<file path="src/rtl/imager_frame_rx.sv">
// Imager pixel-stream receiver: tracks frame position, writes pixels into a frame RAM,
// accumulates a per-frame checksum and flags frame completion and protocol errors.
module imager_frame_rx #(
    parameter int WIDTH  = 16,
    parameter int HEIGHT = 12,
    parameter int ADDR_W = 8
) (
    input  logic              clk,
    input  logic              reset,
    input  logic              enable,
    input  logic [7:0]        pix_data,
    input  logic              pix_valid,
    input  logic              pix_sof,
    input  logic              pix_eol,
    output logic              wr_en,
    output logic [ADDR_W-1:0] wr_addr,
    output logic [7:0]        wr_data,
    output logic              busy,
    output logic              frame_done,
    output logic [15:0]       frame_sum,
    output logic              frame_err,
    output logic              line_err
);

    localparam int CW = (WIDTH  > 1) ? $clog2(WIDTH)  : 1;
    localparam int RW = (HEIGHT > 1) ? $clog2(HEIGHT) : 1;
    localparam logic [CW-1:0] COL_LAST = CW'(WIDTH - 1);
    localparam logic [RW-1:0] ROW_LAST = RW'(HEIGHT - 1);

    typedef enum logic [0:0] {
        IDLE    = 1'b0,
        CAPTURE = 1'b1
    } state_t;

    state_t              state_r, state_s;
    logic [CW-1:0]       col_r, col_s;
    logic [RW-1:0]       row_r, row_s;
    logic [ADDR_W-1:0]   addr_r, addr_s;
    logic [15:0]         acc_r, acc_s;

    logic                wr_en_r, wr_en_s;
    logic [ADDR_W-1:0]   wr_addr_r, wr_addr_s;
    logic [7:0]          wr_data_r, wr_data_s;
    logic                busy_r, busy_s;
    logic                frame_done_r, frame_done_s;
    logic [15:0]         frame_sum_r, frame_sum_s;
    logic                frame_err_r, frame_err_s;
    logic                line_err_r, line_err_s;

    logic                accept_sof_s;
    logic                accept_pix_s;
    logic                at_eol_s;
    logic                at_last_s;
    logic [15:0]         acc_add_s;

    // A SOF is taken in IDLE only when enabled; in CAPTURE it always restarts the frame.
    assign accept_sof_s = pix_valid && pix_sof && ((state_r == CAPTURE) || enable);
    assign accept_pix_s = pix_valid && !pix_sof && (state_r == CAPTURE);
    assign at_eol_s     = (col_r == COL_LAST);
    assign at_last_s    = at_eol_s && (row_r == ROW_LAST);
    assign acc_add_s    = acc_r + {8'h00, pix_data};

    // Next-state, position counters and registered output values.
    always_comb begin
        state_s      = state_r;
        col_s        = col_r;
        row_s        = row_r;
        addr_s       = addr_r;
        acc_s        = acc_r;
        wr_en_s      = 1'b0;
        wr_addr_s    = wr_addr_r;
        wr_data_s    = wr_data_r;
        frame_done_s = 1'b0;
        frame_sum_s  = frame_sum_r;
        frame_err_s  = 1'b0;
        line_err_s   = line_err_r;

        if (accept_sof_s) begin
            state_s     = CAPTURE;
            col_s       = CW'(1);
            row_s       = {RW{1'b0}};
            addr_s      = ADDR_W'(1);
            acc_s       = {8'h00, pix_data};
            wr_en_s     = 1'b1;
            wr_addr_s   = {ADDR_W{1'b0}};
            wr_data_s   = pix_data;
            frame_err_s = (state_r == CAPTURE);
            // SOF pixel sits at column 0, which is never the end of a line.
            line_err_s  = pix_eol;
        end else if (accept_pix_s) begin
            wr_en_s     = 1'b1;
            wr_addr_s   = addr_r;
            wr_data_s   = pix_data;
            acc_s       = acc_add_s;
            line_err_s  = line_err_r || (pix_eol != at_eol_s);
            if (at_last_s) begin
                state_s      = IDLE;
                col_s        = {CW{1'b0}};
                row_s        = {RW{1'b0}};
                addr_s       = {ADDR_W{1'b0}};
                frame_done_s = 1'b1;
                frame_sum_s  = acc_add_s;
            end else if (at_eol_s) begin
                col_s  = {CW{1'b0}};
                row_s  = row_r + RW'(1);
                addr_s = addr_r + ADDR_W'(1);
            end else begin
                col_s  = col_r + CW'(1);
                addr_s = addr_r + ADDR_W'(1);
            end
        end else begin
            state_s = state_r;
        end

        if (state_s == CAPTURE) begin
            busy_s = 1'b1;
        end else begin
            busy_s = 1'b0;
        end
    end

    // State, counters and output registers with synchronous reset.
    always_ff @(posedge clk) begin
        if (reset) begin
            state_r      <= IDLE;
            col_r        <= {CW{1'b0}};
            row_r        <= {RW{1'b0}};
            addr_r       <= {ADDR_W{1'b0}};
            acc_r        <= 16'h0000;
            wr_en_r      <= 1'b0;
            wr_addr_r    <= {ADDR_W{1'b0}};
            wr_data_r    <= 8'h00;
            busy_r       <= 1'b0;
            frame_done_r <= 1'b0;
            frame_sum_r  <= 16'h0000;
            frame_err_r  <= 1'b0;
            line_err_r   <= 1'b0;
        end else begin
            state_r      <= state_s;
            col_r        <= col_s;
            row_r        <= row_s;
            addr_r       <= addr_s;
            acc_r        <= acc_s;
            wr_en_r      <= wr_en_s;
            wr_addr_r    <= wr_addr_s;
            wr_data_r    <= wr_data_s;
            busy_r       <= busy_s;
            frame_done_r <= frame_done_s;
            frame_sum_r  <= frame_sum_s;
            frame_err_r  <= frame_err_s;
            line_err_r   <= line_err_s;
        end
    end

    assign wr_en      = wr_en_r;
    assign wr_addr    = wr_addr_r;
    assign wr_data    = wr_data_r;
    assign busy       = busy_r;
    assign frame_done = frame_done_r;
    assign frame_sum  = frame_sum_r;
    assign frame_err  = frame_err_r;
    assign line_err   = line_err_r;

endmodule

</file>
<file path="config.mk">
export PLATFORM = sky130hd
export DESIGN_NAME = imager_frame_rx
export DESIGN_NICKNAME = d
export VERILOG_FILES = /design/src/rtl/imager_frame_rx.sv
export SDC_FILE = /design/constraint.sdc
export NUM_CORES = 1
export LEC_CHECK = 0
export ABC_AREA = 0
export BUFFER_PORTS_ARGS = -buffer_cell sky130_fd_sc_hd__clkbuf_2
export CAP_MARGIN = 20
export CORE_MARGIN = 3
export CORE_UTILIZATION = 38
export CTS_BUF_LIST = sky130_fd_sc_hd__clkbuf_4 sky130_fd_sc_hd__clkbuf_8
export CTS_CLUSTER_DIAMETER = 200
export DETAILED_ROUTE_END_ITERATION = 12
export HOLD_SLACK_MARGIN = 0.15
export PLACE_DENSITY = 0.56
export SYNTH_ARGS = -nofsm -noshare
export SYNTH_HDL_FRONTEND = slang
export SYNTH_SLANG_ARGS = --single-unit
</file>
<file path="constraint.sdc">
create_clock -name clk -period 2.2 [get_ports clk]
set_input_delay 0.44 -clock clk [delete_from_list [all_inputs] [get_ports clk]]
set_output_delay 0.44 -clock clk [all_outputs]
set_load 0.02 [all_outputs]
</file>
==> results of run 1 <==
## routing by layer
| metal | vias up | GRT usage | wire length [µm] |
|---|---|---|---|
| met2 | 48 | 0.251 | 3270 |
| met5 | - | 0 | 0 |
| met4 | 0 | 0.0659 | 153 |
| li1 | 1371 | - | - |
| met1 | 1213 | 0.224 | 3670 |
| met3 | 12 | 0.0433 | 308 |
## final timing paths
check / start / endpoint / slack (ns) / cells past startpoint
worst min-delay path: pix_data[5] / wr_data[5] / 0.34 / 3
worst max-delay path: col_r[0] / frame_sum[2] / 0.22 / 5
worst max register to register: col_r[0] / frame_sum[2] / 0.22 / 5
worst min register to register: frame_sum[13] / frame_sum[13] / 0.45 / 2
## cell usage in the layout, fill, tap and decap left out, types with 2 or more instances in the layout
cell type and count:
dfxtp_1 69, nand2_1 65, clkbuf_2 50, a21oi_1 37, nor2_1 25, xor2_1 20
buf_4 15, xnor2_1 12, clkbuf_8 12, ha_1 11, nand3_1 10, nand4_1 9
o21ai_0 9, a22oi_1 7, o21ai_1 7, and3_1 5, a211oi_2 4, a21o_1 4
inv_1 4, a32o_1 4, or3_1 3, nor2_2 2, o211a_1 2, nand2b_1 2
and4_1 2, o22ai_1 2, a41o_1 2, clkinvlp_4 2
## cell type report
cell class,count,area share
multi-input combinational,266,0.438
sequential,69,0.365
timing repair buffer,66,0.101
clock buffer,12,0.0436
tap,102,0.0337
clock inverter,4,0.0142
inverter,4,0.00397
## worst min-delay path: cells and delay by family
family / cells / cell delay (ns)
buf+inv: 1 / 0.10
simple gates: 1 / 0.05
compound gates: 1 / 0.05
## through the flow
stage | util | instance area [µm²] | total power [µW] | cells
after floorplan | - | 3130 | 1490 | 358
after global placement | 0.454 | 3560 | 1570 | 507
after detailed placement | 0.454 | 3560 | 1580 | 507
after CTS | 0.482 | 3780 | 2690 | 523
after global routing | 0.482 | 3780 | 2780 | 523
final | 0.482 | 3780 | 2660 | 523
## cells by family (layout without fill, tap and decap cells)
family          after synthesis  after routing
mux                           1              1
simple gates                131            131
xor+xnor                     32             32
buf+inv                      23             86
flops                        69             69
compound gates               90             90
fa+ha+maj                    12             12
## registers in the layout, summed over array words and instances, names as in the netlist, 4 cells and up
signal     count
wr_addr        8
row_r          4
col_r          4
wr_data        8
addr_r         8
frame_sum     16
acc_r         16
## power by group
group	switching, µW	total, µW	internal (µW)
combinational	163	262	99.1
sequential	15.3	1290	1270
clock	497	1120	620
==> flow_summary_export.csv, run 1 <==
group,metric,value,unit
clock_network,cts_num_sinks,69,
global_routing,grt_pass1_vias,2602,
floorplanning,rows,32,
clock_network,cts_hold_buf,0,
clock_network,cts_tree,"built",
placed_design,io_buffers,50,
critical_path,slowest_stage,"a31oi_2",
synthesis,ys_async_sr_fraction,0,
placed_design,place_ws,-0.0929,ns
synthesis,synth_adder_area_share,0.0503,
power_and_ir_drop,p_leak,0.00154,µW
drt,wl_per_cell,14.1,µm
synthesis,muxShareOfSynthArea,0.00319,
finish,final-seq-area,1380,µm²
global_routing,grt_max_degree,22,
clock_network,cts_resized,0,
synthesis,synth_edf_count,0,
drt,drt_iter0_markers,141,
placed_design,routabilityCongestion,0.830,
sta,fin_crit,1.98,ns
synthesis,yosys.area_share.simple,0.190,
drt,drcViolationCount,0,
critical_path,path_class,"reg -> reg",
finish,syn_to_final_growth,20.8,%
critical_path,worst_setup_path_start_kind,"register",
global_routing,grt_pass1_wl,12700,µm
clock_network,htreeDepth,3,
drt,routed-via-count,2644,
floorplanning,ios,51,
finish,n_antenna_cell,0,
critical_path,path_buf_inv,0,
drt,routed_wl,7400,µm
critical_path,end_kind,"register",
sta,max_slew_margin,0.355,
synthesis,synth_compound_area_frac,0.194,
global_routing,antenna_found_initial,0,
sta,final.setup_skew,0.00841,ns
synthesis,synthXorXnorAreaFrac,0.0894,
global_routing,grt_overflow_total,0,
synthesis,synthTopCellsByCount,"69 x dfxtp_1, 65 x nand2_1, 37 x a21oi_1, 25 x nor2_1, 20 x xor2_1",
synthesis,synth_area,3130,µm²
synthesis,dominantRegCellSynth,"dfxtp_1",
synthesis,synth.most_common_cell,"dfxtp_1",
drt,avgViaCountPerCell,5.06,
clock_network,cts_max_path_buffers,2,
synthesis,syn-num-nets,384,
floorplanning,die_x,96.8,µm
synthesis,avgSynthCellArea,8.75,µm²
worst_hold_path,hp-class,"in -> reg",
sta,max_freq,0.506,GHz
finish,drive_gt1_frac,0.223,
synthesis,syn_inst,358,
sta,fin_tns_setup,0,ns
synthesis,yosysTopAreaCellShare,0.441,
clock_network,cts_setup_buffers,0,
critical_path,cpLargestDelayFamily,"compound AO/OA/AOI/OAI gates",
power_and_ir_drop,power_density,704,nW/µm²
sta,rsz0062_at_grt,"no",
finish,fin_nets,442,
floorplanning,dieArea,9370,µm²
synthesis,yosys_warnings,0,
clock_network,worst_skew_pair.late_latency,0.35,ns
critical_path,slowest_delay,0.79,ns
sta,hold_ws,0.340,ns
sta,finalCritPeriodShare,0.898,
critical_path,path_max_fanout,17,
synthesis,synth_cell_types,52,
drt,dr.pass1.iters,4,
floorplanning,start_util,0.399,
outcome,status,"completed",
sta,tightest_slew,0.965,ns
sta,drv_slew,0,
synthesis,ys_ff_latch,69,
critical_path,crit_arrival,2.27,ns
synthesis,synth_area_leader_cell,"dfxtp_1",
clock_network,clkTransAtPathRegs,0.08,ns
synthesis,seq_area_frac_synth,0.441,
power_and_ir_drop,worst_ir_drop_vdd,0.000240,V
floorplanning,die_h,96.8,µm
critical_path,required,2.49,ns
finish,n_fill_cell,795,
sta,timing.final.hold_violations,0,
finish,multi_input_area,1660,µm²
synthesis,synth_area_leaders,"dfxtp_1 44%, nand2_1 7.8%, a21oi_1 5.9%, xor2_1 5.6%, ha_1 4.4%",
placed_design,hpwl,5280,µm
sta,finalSetupViolCount,0,
sta,finalWorstSetupSlack,0.224,ns
synthesis,synth_top_family_by_area,"compound AO/OA/AOI/OAI gates",
global_routing,track_usage,0.165,
job,max-cap-violations,0,
clock_network,cts-root-buf,"clkbuf_8",
floorplanning,coreArea,7850,µm²
drt,antenna_left,0,
clock_network,cts_buffers,9,
critical_path,crit_chain,"ha_1, nand3_1, nor2_2, a31oi_2, a22o_1",
(Power assumes the default switching activity.)
==> run 2: changes to the inputs <==
- CTS_BUF_LIST: sky130_fd_sc_hd__clkbuf_4 sky130_fd_sc_hd__clkbuf_8 -> sky130_fd_sc_hd__clkbuf_16
==> run 2 against run 1 <==
Compared with the run above:
- fmax is 0.14% higher
- largest cell class unchanged
- register-to-register slack barely moved
- first-iteration DRC count grew 3.5%
- critical path depth stayed put
- critical path type unchanged
- die area unchanged
- sequential power about the same
- highest routed layer unchanged
- clock skew about the same
- clock-buffer cell count fell by 3
==> flow_summary_export.csv, run 2 (synthesis gave the netlist of run 1 again) <==
group,metric,value,unit
clock_network,clkTransAtPathRegs,0.06,ns
sta,max_freq,0.507,GHz
power_and_ir_drop,worst_ir_drop_vdd,0.000403,V
finish,n_antenna_cell,0,
job,max-cap-violations,0,
critical_path,path_max_fanout,17,
drt,drt_iter0_markers,146,
finish,final_cell_mix,"69 x dfxtp_1, 65 x nand2_1, 50 x clkbuf_2",
global_routing,grt_max_degree,22,
sta,timing.final.hold_violations,0,
clock_network,cts_tree,"built",
finish,final_common_cell,"dfxtp_1",
drt,avgViaCountPerCell,5.15,
floorplanning,die_x,96.8,µm
sta,drv_slew,0,
critical_path,worst_setup_path_start_kind,"register",
drt,drcViolationCount,0,
clock_network,htreeDepth,3,
floorplanning,die_h,96.8,µm
critical_path,path_class,"reg -> reg",
critical_path,required,2.47,ns
clock_network,cts_num_sinks,69,
worst_hold_path,hp-class,"in -> reg",
floorplanning,dieArea,9370,µm²
finish,drive_gt1_frac,0.216,
placed_design,io_buffers,50,
sta,fin_tns_setup,0,ns
finish,fin_nets,442,
floorplanning,ios,51,
power_and_ir_drop,p_leak,0.00157,µW
drt,dr.pass1.iters,4,
floorplanning,coreArea,7850,µm²
sta,final.setup_skew,0.00862,ns
finish,layout.cells.non_filler,523,
global_routing,grt_pass1_wl,12700,µm
clock_network,cts_max_path_buffers,2,
worst_hold_path,min_from,"pix_data[5]",
floorplanning,rows,32,
global_routing,track_usage,0.166,
critical_path,crit_arrival,2.24,ns
critical_path,startpoint,"col_r[0]",
sta,tightest_slew,0.966,ns
placed_design,placed_area,3560,µm²
sta,max_slew_margin,0.354,
clock_network,cts-root-buf,"clkbuf_16",
outcome,status,"completed",
sta,rsz0062_at_grt,"no",
drt,antenna_left,0,
floorplanning,start_util,0.399,
placed_design,routabilityCongestion,0.830,
sta,finalSetupViolCount,0,
drt,wl_per_cell,14.2,µm
clock_network,cts_buffers,9,
finish,syn_to_final_growth,23.0,%
power_and_ir_drop,power_density,766,nW/µm²
global_routing,grt_pass1_vias,2589,
power_and_ir_drop,p_total,2950,µW
sta,finalCritPeriodShare,0.897,
finish,design_area,3860,µm²
critical_path,r2r-start,"col_r[0]",
clock_network,worst_skew_pair.late_latency,0.33,ns
global_routing,antenna_found_initial,0,
sta,fin_crit,1.97,ns
global_routing,grt_overflow_total,0,
placed_design,hpwl,5280,µm
drt,routed-via-count,2691,
clock_network,cts_setup_buffers,0,
sta,hold_ws,0.370,ns
critical_path,end_kind,"register",
drt,routed_wl,7450,µm
placed_design,dp_cells,507,
==> run 2: cell types whose count changed in the layout (fill, tap and decap cells not counted) <==
cell,before,now
clkbuf_8,12,0
clkbuf_16,0,9
clkinv_1,0,3
==> run 2: worst max-delay path: stages (launching register included) <==
cell	delay, ns
dfxtp_1	0.34
ha_1	0.26
nand3_1	0.20
nor2_2	0.08
a31oi_2	0.79
a22o_1	0.25
==> run 2: area by class of cell <==
cell class / count / area (µm²)
Clock inverter: 7 / 65.1
Inverter: 4 / 15.0
Multi-Input combinational cell: 266 / 1660
Fill cell: 798 / 3990
Timing Repair Buffer: 66 / 383
Clock buffer: 9 / 225
Tap cell: 102 / 128
Sequential cell: 69 / 1380
==> run 2: repair_timing <==
item                                   in CTS  in global routing
setup endpoints to repair                   0                  1
resized for setup                           0                  1
hold buffers                                0                  0
endpoints found under the hold margin       0                  0
==> run 2: path summary, 6_finish.rpt <==
check	endpoint	slack, ns	cells past startpoint
worst min-delay path	wr_data[5]	0.37	3
worst min register to register	frame_sum[13]	0.44	2
worst max-delay path	frame_sum[2]	0.23	5
worst max register to register	frame_sum[2]	0.23	5
==> run 2: power breakdown <==
group / switching [µW] / total, µW / internal, µW
clock network: 534 / 1400 / 869
logic: 164 / 263 / 99.0
registers: 15.4 / 1290 / 1270
total: 714 / 2950 / 2240
==> run 2: stage by stage <==
step	util	setup WS (ns)
after global routing	0.491	0.0479
after CTS	0.491	0.148
final	0.491	0.227
after detailed placement	0.454	-0.0929
after floorplan	-	0.155
after global placement	0.454	-0.0591
==> run 2: layer usage <==
| metal | GRT usage | routed length (µm) |
|---|---|---|
| met2 | 0.251 | 3270 |
| met5 | 0 | 0 |
| met4 | 0.0691 | 140 |
| met3 | 0.0476 | 367 |
| met1 | 0.223 | 3670 |
